File: config.mk
export PLATFORM = sky130hd
export DESIGN_NAME = bitserial_adder
export DESIGN_NICKNAME = d
export VERILOG_FILES = /design/src/rtl/bitserial_pkg.sv /design/src/rtl/bitserial_adder_fa_cell.sv /design/src/rtl/bitserial_adder.sv
export SDC_FILE = /design/constraint.sdc
export NUM_CORES = 1
export LEC_CHECK = 0
export BUFFER_PORTS_ARGS = -buffer_cell sky130_fd_sc_hd__buf_4
export CAP_MARGIN = 20
export CORE_MARGIN = 5
export CORE_UTILIZATION = 40
export CTS_BUF_LIST = sky130_fd_sc_hd__clkbuf_16
export CTS_CLUSTER_SIZE = 40
export DETAILED_ROUTE_END_ITERATION = 10
export GPL_ROUTABILITY_DRIVEN = 0
export PLACE_DENSITY = 0.7
export SYNTH_ARGS = -nofsm -noshare
export SYNTH_HDL_FRONTEND = slang
export SYNTH_SLANG_ARGS = --single-unit
File: constraint.sdc
create_clock -name clk -period 3.6 [get_ports clk]
set_input_delay 0.72 -clock clk [delete_from_list [all_inputs] [get_ports clk]]
set_output_delay 0.72 -clock clk [all_outputs]
set_load 0.01 [all_outputs]
File: src/rtl/bitserial_pkg.sv
// Shared definitions for the bit-serial adder: FSM state encoding.
package bitserial_pkg;

    typedef enum logic [1:0] {
        ST_IDLE = 2'd0,
        ST_RUN  = 2'd1,
        ST_DONE = 2'd2
    } state_t;

endpackage

File: src/rtl/bitserial_adder_fa_cell.sv
// One-bit full adder assembled from two half-adder cells plus an OR of their carries.
module ha (
    input  logic a,
    input  logic b,
    output logic s,
    output logic c
);
    assign s = a ^ b;
    assign c = a & b;
endmodule

module fa_cell (
    input  logic a,
    input  logic b,
    input  logic ci,
    output logic s,
    output logic co
);
    logic s1;
    logic c1;
    logic c2;

    ha u_ha0 (.a(a),  .b(b),  .s(s1), .c(c1));
    ha u_ha1 (.a(s1), .b(ci), .s(s),  .c(c2));

    assign co = c1 | c2;
endmodule

File: src/rtl/bitserial_adder.sv
// Sequential adder computing a+b+cin one bit per clock, LSB first, with valid/ready handshakes.
module bitserial_adder
    import bitserial_pkg::*;
#(
    parameter int WIDTH = 8
) (
    input  logic             clk,
    input  logic             rst,
    input  logic             in_valid,
    output logic             in_ready,
    input  logic [WIDTH-1:0] a,
    input  logic [WIDTH-1:0] b,
    input  logic             cin,
    output logic             out_valid,
    input  logic             out_ready,
    output logic [WIDTH-1:0] sum,
    output logic             cout,
    output logic             busy
);
    localparam int CW = $clog2(WIDTH + 1);

    state_t           state;
    logic [WIDTH-1:0] shA;
    logic [WIDTH-1:0] shB;
    logic             carry;
    logic [CW-1:0]    cnt;
    logic             faSum;
    logic             faCarry;
    logic [WIDTH:0]   sumShift;

    fa_cell u_fa (
        .a  (shA[0]),
        .b  (shB[0]),
        .ci (carry),
        .s  (faSum),
        .co (faCarry)
    );

    // New bit enters at the MSB; written this way so WIDTH=1 needs no special case.
    assign sumShift = {faSum, sum};

    assign in_ready  = (state == ST_IDLE) && !rst;
    assign out_valid = (state == ST_DONE);
    assign busy      = (state != ST_IDLE);

    always_ff @(posedge clk) begin
        if (rst) begin
            state <= ST_IDLE;
            shA   <= '0;
            shB   <= '0;
            carry <= 1'b0;
            cnt   <= '0;
            sum   <= '0;
            cout  <= 1'b0;
        end else begin
            case (state)
                ST_IDLE: begin
                    if (in_valid) begin
                        shA   <= a;
                        shB   <= b;
                        carry <= cin;
                        cnt   <= '0;
                        state <= ST_RUN;
                    end
                end
                ST_RUN: begin
                    sum   <= sumShift[WIDTH:1];
                    shA   <= shA >> 1;
                    shB   <= shB >> 1;
                    carry <= faCarry;
                    cnt   <= cnt + CW'(1);
                    if (cnt == CW'(WIDTH - 1)) begin
                        cout  <= faCarry;
                        state <= ST_DONE;
                    end
                end
                ST_DONE: begin
                    if (out_ready) begin
                        state <= ST_IDLE;
                    end
                end
                default: state <= ST_IDLE;
            endcase
        end
    end

endmodule

Word level (Yosys, flattened, before mapping)
Cells that the tools add are included.
- bits in registers: 32
- word-level logic and storage cells: 39
- $add $sub $neg: 1
- eq/ne operators: 6
- muxes and demuxes: 12
- bitwise operators: 5
- reduce and logical (&&, ||, !) cells: 8
- operator list (cell ; count):
    8-bit case mux with 2 select lines ; 2
    8-bit 2-to-1 mux ; 2
    4-bit case mux with 2 select lines ; 1
    2-bit 2-to-1 mux ; 3
    2-bit case mux with 3 select lines ; 1
    4-bit by 1-bit adder with 4-bit output (second input constant) ; 1
    4-bit by 3-bit equality test with 1-bit output (second input constant) ; 1
    4-bit 2-to-1 mux ; 1
    2-bit inequality test (second input constant) ; 2
    2-bit AND reduction ; 2
    2-bit nonzero test ; 2
    3-bit AND reduction ; 1
    1-bit bitwise AND ; 2
    2-bit by 1-bit equality test with 1-bit output (second input constant) ; 1
    2-bit equality test (second input constant) ; 1
    2-bit logical NOT ; 1
    2-bit by 1-bit inequality test with 1-bit output (second input constant) ; 1
    1-bit case mux with 2 select lines ; 1
    1-bit XOR ; 2
    1-bit logical AND ; 1
    1-bit logical NOT ; 1
    1-bit 2-to-1 mux ; 1
    1-bit bitwise OR ; 1

Logic depth before layout (Yosys ltp)
- depth after elaboration: 4
- depth in mapped cells: 5
- mapped depth without buffers: 4

By module
A second synthesis with hierarchy kept.
- cells, all modules: 197
- area, all modules: 1577.8 um^2
- modules (own cells, without submodules) (module ; instances ; cells an instance ; area each (um^2) ; sequential area each (um^2)):
    bitserial_adder ; 1 ; 194 ; 1546.5 ; 640.6
    ha ; 2 ; 1 ; 12.5 ; 0.0
    fa_cell ; 1 ; 1 ; 6.3 ; 0.0

Worst setup path after synthesis
No wires, ideal clock.
- path kind: input to output
- start: input port rst
- end: output port in_ready
- data arrival time: 1.336 ns
- slack: 1.544 ns
- stages on the path: 3
- cell sequence: clkbuf_1 > clkbuf_1 > nor3_1
- cells in the longest elaborated chain, start to end: 2
- RTL lines (item ; RTL line ; source):
    start, declared ; bitserial_adder.sv:8 ; input logic rst,
    1-bit logical NOT ; bitserial_adder.sv:42 ; assign in_ready = (state == ST_IDLE) && !rst;
    1-bit logical AND ; bitserial_adder.sv:42 ;
    end, declared ; bitserial_adder.sv:10 ; output logic in_ready,
No other way between the ends.

Final worst setup path
- start: register state[1]
- end: output port out_valid
- cells in the longest elaborated chain, start to end: 1
- RTL lines (item ; RTL line ; source):
    start, declared ; bitserial_adder.sv:22 ; state_t state;
    start signal, assigned ; bitserial_adder.sv:48 ; state <= ST_IDLE;
    start signal, assigned ; bitserial_adder.sv:63 ; state <= ST_RUN;
    start signal, assigned ; bitserial_adder.sv:74 ; state <= ST_DONE;
    2-bit equality test ; bitserial_adder.sv:43 ; assign out_valid = (state == ST_DONE);
    end, declared ; bitserial_adder.sv:14 ; output logic out_valid,
No other way between the ends.

==> impl_metrics.toml <==
[routing]
drt_iter0_drc = 109
drc = 0
vias = 1376
drt-vias-per-instance = 5.21
finalWirelength_um = 3490
wl_per_cell_um = 13.2
postRouteAntennaNets = 0
drt-pass1-iter-count = 4

[clock_tree]
insertion_delay_ns = 0.28
cts_hold_buf = 0
clk_path_buf_depth = 2
cts_resized = 0
cts.htree.levels = 2
numCtsBuffers = 5
post_cts_buffers = 0
cts.sinks = 32
cts.reportedPaths.clkPinSlew_ns = 0.06
clockRootBuffer = "clkbuf_16"
cts_tree = "yes"

[job]
maxCapViolCount = 0

[critical_path]
startpoint_type = "register"
end_kind = "output pin"
worstPathCellList = "nor2b_1 -> buf_4"
critPathRequiredTime_ns = 2.88
r2r_slack_ns = 1.80
crit_family = "flip-flops"
worstSetupPathType = "register to output pin"
arrival_ns = 1.42
crit_buf_inv = 1
crit_slowest_cell = "dfxtp_1"
crit_fanout = 20
max_stage_delay_ns = 0.73

[synthesis]
synthCells = 191
synthFlopType = "dfxtp_1"
synth_area_per_cell_um2 = 8.24
synth.largest_area_cell = "dfxtp_1"
synth_nets = 214
netlist_area_mm2 = 0.00157
ys_seq_elements = 32
async_flop_share_pct = 0
ys_seq_area_share_pct = 40.7
synth_cell_types = 32
synth_top_cell_area_share_pct = 40.7
ys_warn_count = 0
synth_common_cells = "35 x a21oi_1, 32 x dfxtp_1, 20 x nand2_1, 20 x nor2_1, 16 x inv_1"
synth_most_common_cell = "a21oi_1"
synth-edff-count = 0
synthTopCellsByArea = "dfxtp_1 41%, a21oi_1 11%, o221a_2 11%, nand2_1 4.8%, nor2_1 4.8%"

[timing]
skew_ns = 0.00755
slew_headroom_pct = 57.3
setup_ws_ns = 1.46
drv_slew = 0
holdWs_ns = 0.467
finalSetupViolations = 0
finalCritPeriodShare_pct = 59.4
finalHoldViolCount = 0
max_freq_mhz = 468
final.setup.tns_ns = 0
max_slew.worst_pin.slew_ns = 0.640
rsz0062_at_grt = "false"
fin_crit_ns = 2.14

[floorplan]
core_mm2 = 0.00374
ioPinCount = 33
fp.dieW_um = 72.7
fp.dieArea_mm2 = 0.00529
std_cell_rows = 22
dieHeight_um = 72.7
start_util_pct = 42.0

[global_route]
grt_pass1_vias = 1294
grt_usage_pct = 14.0
antenna_found_initial = 0
grt_max_degree = 35
grt_first_pass_wirelength_um = 5900
grt-ovfl-total = 0

[power]
ir_worst_vdd_uv = 246
powerDensity_mw_per_mm2 = 468
p_leak_uw = 0.000825

[placed_design]
pre_cts_ws_ns = 1.58
io_buffers = 32
dp_hpwl_um = 2280

[finish]
insertedDiodeCount = 0
drive_gt1_share_pct = 29.2
fillers = 387
areaGrowthSynthToFinish_pct = 23.7
fin_nets = 238
fin_util_pct = 52.0

[worst_hold_path]
hold_path.class = "register to register"

[status]
status = "finished, final reports clean"
## tightest hold or removal path, delay by kind of cell, from the launching register on
family,cells,cell delay (ns)
flip-flops,1,0.31
AO/OA/AOI/OAI,1,0.06
AND/OR/NAND/NOR,1,0.05
## state kept, by name (all words and copies together) (netlist names)
| register | cells |
|---|---|
| sum | 8 |
| cnt | 4 |
| carry | 1 |
| shB | 8 |
| cout | 1 |
| state | 2 |
| shA | 8 |
## where the power goes
group          total [uW]  leakage (uW)  switching, uW  internal, uW
sequential            394      0.000263           19.4           375
combinational         107      0.000488           51.2          56.0
clock                 410     0.0000736            156           254
## routing by layer
metal  vias up  track usage (%)  wire (um)  share of wire (%)
met5         -                0          0                  0
met4         0             5.33         45                1.3
met3         5             5.23        221                6.3
met2        35             21.5       1550                 45
met1       625             17.8       1670                 48
li1        711                -          -                  -
## cell families (layout without fill, tap and decap cells)
group	count (synthesis)	in the layout	share of synthesized area (%)
AND/OR/NAND/NOR	57	57	16.8
flip-flops	32	32	40.7
adder cells (fa/ha/maj)	2	2	2.07
AO/OA/AOI/OAI	66	66	30.5
multiplexers	1	1	0.636
buffers and inverters	33	58	9.30
## path summary, 6_finish.rpt
kind / cells after the start / startpoint / end
max: 2 / state[1] / out_valid
min: 2 / sum[0] / sum[0]
max reg2reg: 4 / state[1] / shB[0]
min reg2reg: 2 / sum[0] / sum[0]
## through the flow
step                power (uW)  cell area, um2  cells
global placement           508            1800    256
global route               951            1950    264
finish                     911            1950    264
detailed placement         509            1800    256
floorplan                  474            1570    191
CTS                        920            1950    264
## placed cells by master (no fill, tap or decap), types with 2 or more instances in the layout
cell type / Yosys / layout
inv_1: 16 / 16
clkinv_2: 0 / 2
or2_2: 2 / 2
a22oi_1: 2 / 2
clkbuf_16: 0 / 5
nor2_1: 20 / 20
a21oi_1: 35 / 35
o22ai_1: 2 / 2
nor2b_1: 5 / 5
buf_4: 2 / 34
o221a_2: 15 / 15
o22a_1: 7 / 7
dfxtp_1: 32 / 32
nand2_1: 20 / 20
nand3_1: 3 / 3
## cell type report
type / instances / area, um2 / share of cell area, %
Tap cell: 48 / 60.1 / 3.08
Multi-Input combinational cell: 126 / 787 / 40.4
Clock buffer: 5 / 125 / 6.43
Inverter: 16 / 60.1 / 3.08
Sequential cell: 32 / 641 / 32.9
Timing Repair Buffer: 34 / 255 / 13.1
Clock inverter: 3 / 18.8 / 0.964
(Power assumes the default switching activity.)
